--- src/rtl/rx_asm_pkg.sv ---
// Shared types and helpers for the receive word assembler.
package rx_asm_pkg;

   typedef enum logic {
      HOLD_EMPTY = 1'b0,
      HOLD_FULL  = 1'b1
   } hold_state_t;

   function automatic int cnt_w(input int data_w);
      int c;
      c = $clog2(data_w);
      return (c < 1) ? 1 : c;
   endfunction

endpackage

--- src/rtl/rx_asm_shifter.sv ---
// Direction-selectable serial shift register with bit counter; updates 1 cycle after an accepted bit.
// Emits a same-cycle completion strobe and the word that completes; no backpressure, never stalls.
module rx_asm_shifter
   import rx_asm_pkg::*;
#(
   parameter int DATA_W    = 8,
   parameter int SHIFT_MSB = 0,
   localparam int CW       = cnt_w(DATA_W)
) (
   input  logic              clk,
   input  logic              rst,
   input  logic              clear_i,
   input  logic              shift_en_i,
   input  logic              stuff_i,
   input  logic              bit_i,
   output logic [DATA_W-1:0] partial_o,
   output logic [CW-1:0]     bit_cnt_o,
   output logic              done_o,
   output logic [DATA_W-1:0] word_o
);

   logic [DATA_W-1:0] sr_q, sr_d, sr_shift;
   logic [CW-1:0]     cnt_q, cnt_d;
   logic              accept;
   logic              last_bit;

   assign accept   = shift_en_i && !stuff_i && !clear_i;
   assign last_bit = (cnt_q == CW'(DATA_W - 1));

   generate
      if (SHIFT_MSB != 0) begin : g_msb_first
         assign sr_shift = {sr_q[DATA_W-2:0], bit_i};
      end else begin : g_lsb_first
         assign sr_shift = {bit_i, sr_q[DATA_W-1:1]};
      end
   endgenerate

   always_comb begin
      sr_d  = sr_q;
      cnt_d = cnt_q;
      if (clear_i) begin
         sr_d  = '0;
         cnt_d = '0;
      end else if (accept) begin
         sr_d  = sr_shift;
         cnt_d = last_bit ? '0 : cnt_q + 1'b1;
      end
   end

   always_ff @(posedge clk) begin
      if (rst) begin
         sr_q  <= '0;
         cnt_q <= '0;
      end else begin
         sr_q  <= sr_d;
         cnt_q <= cnt_d;
      end
   end

   // Completed word is the register image after this bit shifts in.
   assign done_o    = accept && last_bit;
   assign word_o    = sr_shift;
   assign partial_o = sr_q;
   assign bit_cnt_o = cnt_q;

endmodule

--- src/rtl/rx_word_assembler.sv ---
// Serial-to-parallel receive assembler: word valid 1 cycle after last bit, single-entry valid/ready holding register.
// Completion while full and not accepted is an overrun; RX_ASM_OVERRUN_EN drops the new word and flags it, else it overwrites.
module rx_word_assembler
   import rx_asm_pkg::*;
#(
   parameter int DATA_W    = 8,
   parameter int SHIFT_MSB = 0,
   localparam int CW       = cnt_w(DATA_W)
) (
   input  logic              clk,
   input  logic              rst,
   input  logic              clear,
   input  logic              shift_enable,
   input  logic              serial_in,
   input  logic              stuff_bit,
   output logic [DATA_W-1:0] partial_out,
   output logic [CW-1:0]     bit_cnt,
   output logic [DATA_W-1:0] data_out,
   output logic              data_valid,
   input  logic              data_ready,
   output logic              overrun
);

   logic              word_done;
   logic [DATA_W-1:0] word_dat;

   hold_state_t       state_q, state_d;
   logic [DATA_W-1:0] data_q, data_d;

   rx_asm_shifter #(
      .DATA_W    (DATA_W),
      .SHIFT_MSB (SHIFT_MSB)
   ) u_shifter (
      .clk        (clk),
      .rst        (rst),
      .clear_i    (clear),
      .shift_en_i (shift_enable),
      .stuff_i    (stuff_bit),
      .bit_i      (serial_in),
      .partial_o  (partial_out),
      .bit_cnt_o  (bit_cnt),
      .done_o     (word_done),
      .word_o     (word_dat)
   );

`ifdef RX_ASM_OVERRUN_EN
   logic ovr_q, ovr_d;
`endif

   always_comb begin
      state_d = state_q;
      data_d  = data_q;
`ifdef RX_ASM_OVERRUN_EN
      ovr_d   = ovr_q;
`endif
      case (state_q)
         HOLD_EMPTY: begin
            if (word_done) begin
               state_d = HOLD_FULL;
               data_d  = word_dat;
            end
         end
         HOLD_FULL: begin
            if (word_done) begin
               if (data_ready) begin
                  data_d = word_dat;
               end else begin
`ifdef RX_ASM_OVERRUN_EN
                  ovr_d  = 1'b1;
`else
                  data_d = word_dat;
`endif
               end
            end else if (data_ready) begin
               state_d = HOLD_EMPTY;
            end
         end
         default: state_d = HOLD_EMPTY;
      endcase
`ifdef RX_ASM_OVERRUN_EN
      // clear blocks acceptance, so it can never race a new overrun.
      if (clear) ovr_d = 1'b0;
`endif
   end

   always_ff @(posedge clk) begin
      if (rst) begin
         state_q <= HOLD_EMPTY;
         data_q  <= '0;
      end else begin
         state_q <= state_d;
         data_q  <= data_d;
      end
   end

`ifdef RX_ASM_OVERRUN_EN
   always_ff @(posedge clk) begin
      if (rst) ovr_q <= 1'b0;
      else     ovr_q <= ovr_d;
   end
   assign overrun = ovr_q;
`else
   assign overrun = 1'b0;
`endif

   assign data_out   = data_q;
   assign data_valid = (state_q == HOLD_FULL);

endmodule

--- config.mk ---
export PLATFORM = sky130hd
export DESIGN_NAME = rx_word_assembler
export DESIGN_NICKNAME = d
export VERILOG_FILES = /design/src/rtl/rx_asm_pkg.sv /design/src/rtl/rx_asm_shifter.sv /design/src/rtl/rx_word_assembler.sv
export SDC_FILE = /design/constraint.sdc
export NUM_CORES = 1
export LEC_CHECK = 0
export ABC_AREA = 0
export BUFFER_PORTS_ARGS = -buffer_cell sky130_fd_sc_hd__buf_2
export CAP_MARGIN = 20
export CORE_MARGIN = 8
export CORE_UTILIZATION = 43
export CTS_CLUSTER_DIAMETER = 30
export DETAILED_ROUTE_END_ITERATION = 10
export HOLD_SLACK_MARGIN = 0.03
export PLACE_DENSITY = 0.71
export SLEW_MARGIN = 20
export SYNTH_ARGS = -nofsm -noshare
export SYNTH_HDL_FRONTEND = slang
export SYNTH_SLANG_ARGS = --single-unit
--- constraint.sdc ---
create_clock -name clk -period 1.2 [get_ports clk]
set_input_delay 0.24 -clock clk [delete_from_list [all_inputs] [get_ports clk]]
set_output_delay 0.24 -clock clk [all_outputs]
set_load 0.005 [all_outputs]
== Word-level counts from Yosys, hierarchy flattened ==
Index checks and enable logic that the tools add are counted.

* Register bits: 20
* Latch bits: 0
* Memory bits (writable): 0
* Memory bits (read-only): 0
* Output and inout bits: 21
* Memories kept: 0

* Add/sub/neg operators: 1
* $mul: 0
* Divide/modulo/power cells: 0
* Order comparisons: 0
* Equal/unequal tests: 1
* Shifts and indexed selects: 0
* Multiplexer cells: 6
* Bitwise operators: 1
* Reduce and logical (&&, ||, !) cells: 6

{| class="wikitable"
|+ Operators with widths
! kind !! number
|-
| two-way mux 8 bit || 1
|-
| adder 3 x 1 -> 3 bit, second input constant || 1
|-
| equality test 3 bit, second input constant || 1
|-
| logical AND 1 bit || 3
|-
| two-way mux 1 bit || 3
|-
| two-way mux 3 bit || 1
|-
| zero test 1 bit || 2
|-
| one-hot mux 1 bit (2 select lines) || 1
|-
| OR reduction 2 bit || 1
|-
| NOT 1 bit || 1
|}

== Logic depth before layout (Yosys ltp) ==
* Depth after elaboration: 6
* Gate-level depth with buffers: 6

== By module ==
Synthesis repeated with hierarchy kept, for this count alone.

* Cell total of the unflattened synthesis: 93
* Area total of the unflattened synthesis: 834.6 sq um

{| class="wikitable"
|+ Modules (own cells, without submodules)
! module !! times used !! cells an instance !! area an instance (sq um) !! sequential area each (sq um)
|-
| rx_asm_shifter || 1 || 61 || 501.7 || 220.2
|-
| rx_word_assembler || 1 || 32 || 332.8 || 180.2
|}

== Worst setup path after synthesis ==
No wires, ideal clock.

* Path type: flip-flop to flip-flop
* Start: register u_shifter.cnt_q[0], in the netlist u_shifter.bit_cnt_o[0]
* End: register data_q[1], in the netlist data_out[1]
* Arrival: 1155 ps
* Path slack: -68 ps
* Cell stages (with the launch flop): 7
* Buffers on the path: 1
* Path through: dfxtp_1 -> ha_1 -> ha_1 -> and4bb_1 -> buf_6 -> nand2_1 -> a21oi_2

* Cells in the longest elaborated chain, start to end: 2

{| class="wikitable"
|+ Ends and longest elaborated chain
! what !! RTL line !! text
|-
| start: declaration || rx_asm_shifter.sv:23 || <nowiki>logic [CW-1:0] cnt_q, cnt_d;</nowiki>
|-
| start signal: assignment || rx_asm_shifter.sv:56 || <nowiki>cnt_q <= cnt_d;</nowiki>
|-
| equality test 3 bit || rx_asm_shifter.sv:28 || <nowiki>assign last_bit = (cnt_q == CW'(DATA_W - 1));</nowiki>
|-
| logical AND 1 bit || rx_asm_shifter.sv:61 || <nowiki>assign done_o = accept && last_bit;</nowiki>
|-
| end signal: assignment || rx_word_assembler.sv:92 || <nowiki>data_q <= data_d;</nowiki>
|-
| end: declaration || rx_word_assembler.sv:28 || <nowiki>logic [DATA_W-1:0] data_q, data_d;</nowiki>
|}

Every way passes these cells.
A chain may end at the register's enable or synchronous reset.

== Worst setup path after layout ==
* Start: register u_shifter.cnt_q[1], in the netlist u_shifter.bit_cnt_o[1]
* End: register data_q[7], in the netlist data_out[7]

Same word-level chain as after synthesis.

==> results_dict.tcl <==
set metrics [dict create \
    maxCapViolations 0 \
    wl_um 1890 \
    grt_pass1_wl_um 3060 \
    via_count 692 \
    start_util_pct 44.4 \
    cts_hold_buf 0 \
    finalPower_mw 1.13 \
    critPathArrivalTime_ns 1.46 \
    ios 28 \
    finalCritPeriodShare_pct 101 \
    via_per_inst 4.61 \
    clk_latency_ns 0.30 \
    outcome "finished, violations left" \
    place_congestion 0.743 \
    crit_top_cell "ha_4" \
    max_freq_mhz 824 \
    cts_setup_buffers 0 \
    irDropWorstVdd_v 0.000637 \
    drive_gt1_share_pct 48.8 \
    seq_area_frac_synth_pct 47.4 \
    worstHoldStart "data_ready" \
    core_um2 1900 \
    powerDensity_nw_per_um2 1040 \
    wl_per_cell_um 12.6 \
    hpwl_um 1430 \
    syn_area_per_cell_um2 8.98 \
    endpoint_kind "register" \
    rsz0062_at_grt "true" \
    die_h_um 60.3 \
    clock_path_buffers 2 \
    final_cells 150 \
    die_x_um 60.3 \
    grt_pass1_vias 728 \
    synth_seq_cells 20 \
    crit_start "u_shifter.bit_cnt_o[1]" \
    setup_violations 1 \
    path_clk_slew_ns 0.11 \
    grt_start_max_net_pins 12 \
    syn_inst 94 \
    die_area_um2 3640 \
    cts_tree "yes" \
    antenna_left 0 \
    hold_path_class "primary input to register" \
    post-route-min-period_ns 1.21 \
    violations "negative setup slack" \
    dp.cells 146 \
    cp.required_ns 1.45 \
    portBuffers 26 \
    grt-ovfl-total 0 \
    areaGrowthSynthToFinish_pct 28.0 \
    drt-pass1-iter-count 4 \
    synth_fp_nets 103 \
    route.detailed.drc 0 \
    cpPeakStageDelay_ns 0.37 \
    cp_max_fo 8 \
    synth_area_um2 845 \
    worst_setup_path_start_kind "register" \
    critPathSlowestCell "dfxtp_2" \
    track_usage_pct 10.9 \
    crit_chain "ha_4 -> ha_4 -> and4bb_4 -> nand2_1 -> a21oi_2" \
    crit_type "register to register" \
    drt_iter0_markers 15 \
    cts_sinks 20 \
    p_leak_nw 0.449 \
    h-tree-depth 1 \
    slew_viol_final 0 \
    antennaDiodeCount 0 \
    num_rows 16 \
    root_buffer "clkbuf_4" \
    setup_slack_ns -0.0132 \
    cts_made_buffers 3 \
    timing.rr.start "u_shifter.bit_cnt_o[1]" \
    nets 133 \
    finalClockSkew_ns 0.00446 \
    antenna_found_initial 0 \
    synth_warnings 0 \
    hold_viol_final 0 \
    ys_types 18 \
]
[sequential cells by signal, summed over array words and instances, names as in the netlist]
name	cells
data_out	8
u_shifter.partial_o	8
u_shifter.bit_cnt_o	3
data_valid	1
[Yosys cell counts]
cell type | number | area [µm²]
a21oi_1 | 8 | 40.0
a21oi_2 | 11 | 96.3
and4bb_1 | 1 | 12.5
buf_2 | 2 | 10.0
buf_4 | 1 | 7.51
buf_6 | 4 | 45.0
conb_1 | 1 | 3.75
dfxtp_1 | 20 | 400
ha_1 | 2 | 25.0
mux2i_1 | 1 | 10.0
nand2_1 | 35 | 131
nand2b_1 | 2 | 12.5
nand3b_2 | 1 | 11.3
nand4bb_1 | 1 | 11.3
nor2_1 | 1 | 3.75
nor2_2 | 1 | 6.26
nor2b_2 | 1 | 8.76
or2_4 | 1 | 8.76
[cells in the final DEF, fill, tap and decap left out]
master	synthesis	final
clkbuf_8	0	1
buf_4	1	6
clkbuf_4	0	3
ha_4	0	2
and4bb_4	0	1
nand3b_4	0	1
nor2_1	1	1
or2_4	1	1
nand2b_1	2	2
nor2b_2	1	1
dfxtp_2	0	2
nand2_2	0	1
buf_2	2	26
mux2i_1	1	1
dfxtp_1	20	18
nand4bb_1	1	1
a21oi_2	11	14
conb_1	1	1
a21oi_1	8	5
nor2_2	1	1
nand2_1	35	34
[report_power, final]
group | leakage [nW] | switching [mW] | internal, mW
Clock | 0.0210 | 0.207 | 0.185
Combinational | 0.266 | 0.0405 | 0.0273
Sequential | 0.162 | 0.00235 | 0.666
[metal layers]
layer	share of wire [%]	global-route usage, %	up-vias
li1	-	-	359
met1	42	11.3	308
met2	48	19.4	20
met3	7.8	3.66	5
met4	1.7	5.10	0
met5	0	0	-
[worst paths after layout]
check | endpoint | slack [ns] | depth (start not counted)
hold / removal | data_valid | 0.18 | 3
setup / recovery | data_out[7] | -0.01 | 5
hold reg to reg | data_out[6] | 0.46 | 2
setup reg to reg | data_out[7] | -0.01 | 5
[layout make-up]
type,count,area [µm²]
Clock buffer,4,36.3
Fill cell,189,821
Multi-Input combinational cell,67,433
Sequential cell,20,403
Tap cell,27,33.8
Timing Repair Buffer,32,175
[metrics by stage]
stage | cell area (µm²) | utilization, % | setup TNS (ns) | hold WS (ns) | worst slack, ns
global placement | 1010 | 53.0 | -0.241 | 0.441 | -0.0495
global route | 1080 | 56.8 | -0.405 | 0.189 | -0.0613
detailed placement | 1010 | 53.0 | -0.639 | 0.445 | -0.0932
CTS | 1060 | 55.7 | -0.00916 | 0.178 | -0.00916
floorplan | 862 | - | 0 | 0.374 | 0.00843
finish | 1080 | 56.8 | -0.0132 | 0.184 | -0.0132
[critical path, delay by kind of cell (launching register included)]
family                   cells  cell delay [ns]
AND/OR/NAND/NOR              2             0.40
flip-flops                   1             0.37
AO/OA/AOI/OAI                1             0.13
adder cells (fa/ha/maj)      2             0.27
[cell families after synthesis]
| group | synth area share (%) |
|---|---|
| multiplexers | 1.19 |
| buffers and inverters | 7.41 |
| AO/OA/AOI/OAI | 16.1 |
| AND/OR/NAND/NOR | 24.4 |
| other | 0.444 |
| flip-flops | 47.4 |
| adder cells (fa/ha/maj) | 2.96 |
[repair_timing]
action | CTS | global route
cloned | 0 | 0
endpoints found under the setup margin | 9 | 9
pin swaps | 3 | 1
endpoints found under the hold margin | 0 | 0
resized for setup | 3 | 5
(Power assumes the default switching activity.)
